**src/rtl/gfx_fetch.sv**
```systemverilog
// gfx_fetch: prefetches the six bitplane bytes of the next 8-pixel column over a req/ack VRAM port.
// Optional: define GFX_FETCH_MASK_SKIP_EN to skip planes whose mask bit is clear.
module gfx_fetch #(
    parameter logic [12:0] BASE       = 13'h0ec0,
    parameter int          LINE_BYTES = 24,
    parameter int          V_ACTIVE   = 184,
    parameter int          H_COLS     = 40
) (
    input  logic        clk,
    input  logic        reset,
    input  logic        ce_pix,
    input  logic [8:0]  h,
    input  logic [8:0]  v,
    input  logic [5:0]  mask,
    output logic        mem_req,
    output logic [2:0]  mem_plane,
    output logic [12:0] mem_addr,
    input  logic        mem_ack,
    input  logic [7:0]  mem_data,
    output logic [7:0]  fg1,
    output logic [7:0]  fg2,
    output logic [7:0]  fg3,
    output logic [7:0]  bg1,
    output logic [7:0]  bg2,
    output logic [7:0]  bg3,
    output logic        overrun
);
    typedef enum logic [1:0] {IDLE, REQ, DONE} state_t;

    state_t          state, state_nxt;
    logic [2:0]      plane, plane_nxt;
    logic [12:0]     addr, addr_nxt;
    logic [5:0][7:0] shadow, shadow_ack, shadow_nxt, pix;
    logic            load, fetch, last_ack;
    logic [6:0]      col_inc, col;
    logic [9:0]      vf;
    logic [12:0]     addr_calc;
    logic [5:0]      en_load, en_run;
    logic [3:0]      first_plane, next_plane;

    // Lowest enabled plane at or above 'from'; 6 means none left.
    function automatic logic [3:0] first_en(input logic [5:0] m, input logic [3:0] from);
        logic [3:0] r;
        r = 4'd6;
        for (int i = 5; i >= 0; i--)
            if (i >= int'(from) && m[i]) r = 4'(i);
        return r;
    endfunction

    assign load      = ce_pix && (h[2:0] == 3'd0);
    assign col_inc   = {1'b0, h[8:3]} + 7'd1;
    assign col       = (int'(col_inc) >= H_COLS) ? 7'd0 : col_inc;
    assign vf        = (col == 7'd0) ? {1'b0, v} + 10'd1 : {1'b0, v};
    assign fetch     = (int'(col) < LINE_BYTES) && (int'(vf) < V_ACTIVE);
    assign addr_calc = 13'(32'(BASE) + 32'(vf) * 32'(LINE_BYTES) + 32'(col));

`ifdef GFX_FETCH_MASK_SKIP_EN
    logic [5:0] mask_q;

    always_ff @(posedge clk) begin
        if (reset)
            mask_q <= '0;
        else if (load)
            mask_q <= mask;
    end

    assign en_load = mask;
    assign en_run  = mask_q;
`else
    logic unused_mask;
    assign unused_mask = ^mask;
    assign en_load     = 6'h3f;
    assign en_run      = 6'h3f;
`endif

    assign first_plane = first_en(en_load, 4'd0);
    assign next_plane  = first_en(en_run, {1'b0, plane} + 4'd1);
    // An ack finishing the last plane on the load edge still counts as a completed fetch.
    assign last_ack    = (state == REQ) && mem_ack && (next_plane == 4'd6);

    always_comb begin
        shadow_ack = shadow;
        if (state == REQ && mem_ack) begin
            for (int i = 0; i < 6; i++)
                if (plane == 3'(i)) shadow_ack[i] = mem_data;
        end
        state_nxt  = state;
        plane_nxt  = plane;
        addr_nxt   = addr;
        shadow_nxt = shadow_ack;
        if (load) begin
            if (fetch) begin
                addr_nxt = addr_calc;
                for (int i = 0; i < 6; i++)
                    if (!en_load[i]) shadow_nxt[i] = 8'd0;
                if (first_plane == 4'd6) begin
                    state_nxt = DONE;
                    plane_nxt = 3'd0;
                end else begin
                    state_nxt = REQ;
                    plane_nxt = first_plane[2:0];
                end
            end else begin
                state_nxt  = IDLE;
                plane_nxt  = 3'd0;
                shadow_nxt = '0;
            end
        end else if (state == REQ && mem_ack) begin
            if (next_plane == 4'd6)
                state_nxt = DONE;
            else
                plane_nxt = next_plane[2:0];
        end
    end

    always_ff @(posedge clk) begin
        if (reset) begin
            state   <= IDLE;
            plane   <= 3'd0;
            addr    <= 13'd0;
            shadow  <= '0;
            pix     <= '0;
            overrun <= 1'b0;
        end else begin
            state  <= state_nxt;
            plane  <= plane_nxt;
            addr   <= addr_nxt;
            shadow <= shadow_nxt;
            if (load)
                pix <= shadow_ack;
            if (load && state == REQ && !last_ack)
                overrun <= 1'b1;
        end
    end

    assign mem_req   = (state == REQ);
    assign mem_plane = plane;
    assign mem_addr  = addr;
    assign fg1       = pix[0];
    assign fg2       = pix[1];
    assign fg3       = pix[2];
    assign bg1       = pix[3];
    assign bg2       = pix[4];
    assign bg3       = pix[5];
endmodule

```
**config.mk**
```make
export PLATFORM = sky130hd
export DESIGN_NAME = gfx_fetch
export DESIGN_NICKNAME = d
export VERILOG_FILES = /design/src/rtl/gfx_fetch.sv
export SDC_FILE = /design/constraint.sdc
export NUM_CORES = 1
export LEC_CHECK = 0
export ABC_AREA = 1
export CORE_UTILIZATION = 50
export CTS_CLUSTER_SIZE = 40
export DETAILED_ROUTE_END_ITERATION = 6
export DONT_BUFFER_PORTS = 1
export HOLD_SLACK_MARGIN = 0.12
export PLACE_DENSITY_LB_ADDON = 0.15
export SYNTH_ARGS = -nofsm -noshare
export SYNTH_HDL_FRONTEND = slang
export SYNTH_SLANG_ARGS = --single-unit
```
**constraint.sdc**
```tcl
create_clock -name clk -period 5.9 [get_ports clk]
set_input_delay 1.18 -clock clk [delete_from_list [all_inputs] [get_ports clk]]
set_output_delay 1.18 -clock clk [all_outputs]
set_load 0.03 [all_outputs]
```
==> flow_metrics.py <==
metrics = {
    "drt": {
        "drt-met1-wl_um": 6140,
        "drtPass1Iterations": 4,
        "drc": 0,
        "drt_iter0_markers": 213,
        "vias": 4799,
        "viasPerCell": 5.04,
        "avgRoutedWirePerCell_um": 13.6,
        "top_layer": "met4",
        "route.met3.wl_um": 884,
        "ant_nets": 0,
        "wirelength_um": 13000,
        "wl_met2_um": 5770,
    },
    "clock_network": {
        "numCtsBuffers": 17,
        "clockBufferDepth": 2,
        "hold_buffers": 0,
        "cts_tree": "done",
        "post_cts_resize_count": 0,
        "htree_levels": 4,
        "clkTransAtPathRegs_ps": 50,
        "cts-root-buf": "clkbuf_16",
        "cts_sinks": 115,
        "clock_latency_ps": 410,
        "cts_setup_buffers": 0,
    },
    "floorplan": {
        "die_w_um": 110,
        "die_area_mm2": 0.0121,
        "coreArea_mm2": 0.0114,
        "initial_utilization_pct": 51.3,
        "dieHeight_um": 110,
        "fp-row-count": 39,
        "num_io_pins": 102,
    },
    "sta": {
        "final.setup.tns_ps": 0,
        "fin_ws_ps": 1120,
        "drv_slew": 0,
        "finalClockSkew_ps": 7.13,
        "rsz0062_at_grt": "false",
        "fin_crit_ps": 4780,
        "whs_ps": 449,
        "worst_slew_pin_slew_ps": 839,
        "min_period_over_period_pct": 81.1,
        "relSlewSlack_pct": 44.1,
        "fmax_ghz": 0.209,
        "finalHoldViolations": 0,
        "finalSetupViolCount": 0,
    },
    "synthesis": {
        "synth_top_area_share_pct": 39.3,
        "syn_inst": 804,
        "ys.flop_type": "dfxtp_1",
        "synth_common_cells": "155 x inv_1, 123 x nor2_1, 115 x dfxtp_1",
        "avgSynthCellArea_um2": 7.28,
        "synth.area.top_cells": "dfxtp_1 39%, inv_1 9.9%, nor2_1 7.9%",
        "seq_area_frac_synth_pct": 39.3,
        "synth_area_leader_cell": "dfxtp_1",
        "synth_edf_count": 0,
        "async_reset_ff_share_pct": 0,
        "ys_ff_latch": 115,
        "yosysWarnings": 0,
        "synth.distinct_cells": 42,
        "synth_nets": 871,
        "synth.most_common_cell": "inv_1",
        "netlist_area_mm2": 0.00585,
    },
    "setup_path": {
        "critPathLaunchType": "primary input",
        "crit_path_top_delay_cell": "fa_1",
        "cp.required_ps": 6240,
        "cp_max_fo": 9,
        "end_kind": "register",
        "reg2reg_slack_ps": 3380,
        "worstPathArrival_ps": 5130,
        "crit_top_cell": "nand2_1",
        "max_stage_delay_ps": 410,
        "timing.critical_path.buf_inv": 4,
        "crit_type": "primary input to register",
        "crit_family": "adder cells",
    },
    "power_and_ir_drop": {
        "power_density_mw_per_mm2": 332,
        "p_leak_nw": 3.13,
        "ir_drop_v": 0.000250,
    },
    "finish": {
        "fin_util_pct": 57.3,
        "seq_area_mm2": 0.00230,
        "n_antenna_cell": 0,
        "multi_input_area_mm2": 0.00283,
        "nets": 866,
        "areaGrowthSynthToFinish_pct": 11.8,
        "layout-drive-gt1-share_pct": 10.0,
        "fillCellCount": 1091,
    },
    "placed_design": {
        "pre_cts_ws_ps": 715,
        "place.detailed.hpwl_um": 9010,
        "port_buffers": 0,
        "globalplace.congestion": 0.808,
    },
    "grt": {
        "antenna_found_initial": 0,
        "grt_use_total_pct": 22.7,
        "grt_max_degree": 90,
        "grt_pass1_vias": 4403,
        "grt_pass1_wl_um": 20800,
        "grt_overflow_total": 0,
    },
    "flow_run": {
        "max-cap-violations": 0,
    },
    "min_path": {
        "min_path_type": "register to register",
    },
    "run_status": {
        "status": "finished, final reports clean",
    },
}
routing by layer:
metal / track usage [%] / vias up
met2: 35.2 / 108
li1: - / 2528
met5: 0 / -
met1: 29.6 / 2149
met4: 8.65 / 0
met3: 7.05 / 14
logic make-up (layout without fill, tap and decap cells):
family	Yosys count	after routing	share of synthesized area (%)
compound gates	141	141	14.7
xor+xnor	14	14	2.09
fa+ha+maj	31	31	6.88
buf+inv	190	196	12.5
flops	115	115	39.3
mux	9	9	1.56
other cells	1	1	0.0641
simple gates	303	303	22.8
stage by stage:
step | instance area, um^2 | instances | power (W)
after global placement | 5950 | 923 | 0.00114
after floorplan | 5850 | 804 | 0.00110
after detailed placement | 5950 | 923 | 0.00115
final | 6550 | 953 | 0.00217
after global routing | 6550 | 953 | 0.00227
after CTS | 6550 | 953 | 0.00219
area by class of cell:
cell class	instances	share of cell area [%]
Clock buffer	21	7.19
Clock inverter	9	1.97
Inverter	162	9.29
Multi-Input combinational cell	499	43.2
Sequential cell	115	35.2
Tap cell	143	2.73
Timing Repair Buffer	4	0.459
where the power goes:
group | total [W] | leakage, nW | switching [W] | internal, W
clock | 0.00103 | 0.291 | 0.000344 | 0.000691
combinational | 0.000308 | 1.91 | 0.000193 | 0.000115
sequential | 0.000829 | 0.930 | 0.0000361 | 0.000793
registers in the layout, summed over array words and instances, names as in the netlist:
| signal | flops |
|---|---|
| mem_plane | 3 |
| bg2 | 8 |
| fg1 | 8 |
| overrun | 1 |
| state | 2 |
| fg2 | 8 |
| mem_addr | 13 |
| fg3 | 8 |
| shadow | 48 |
| bg1 | 8 |
| bg3 | 8 |
worst register-to-register path, cell delays in order (launching register included):
cell and delay (ps):
dfxtp_1 330, inv_1 40, nor2_1 500, nand2_1 220
inv_1 220, nand3_1 460, nor2_1 240, a21oi_1 60
inv_1 110, nand2_1 60, o211ai_1 120, inv_1 60
cell usage in the layout, fill, tap and decap left out, drive strengths merged, types with 3 or more instances in the layout:
cell type / count
a211oi: 4
nand3: 29
nand4: 8
o21ai: 27
dfxtp: 115
buf: 4
bufinv: 3
inv: 161
clkinv: 5
nand2: 121
xor2: 12
nor2: 139
o211ai: 41
clkbuf: 21
a21oi: 62
mux2i: 8
o21bai: 3
ha: 29
final timing paths:
check	start	to	cells past startpoint
setup / recovery	h[3]	mem_addr[11]	25
hold / removal	state[1]	state[1]	2
setup reg to reg	state[0]	fg2[6]	11
hold reg to reg	state[1]	state[1]	2
No activity file was read; power rests on OpenSTA's default activity.
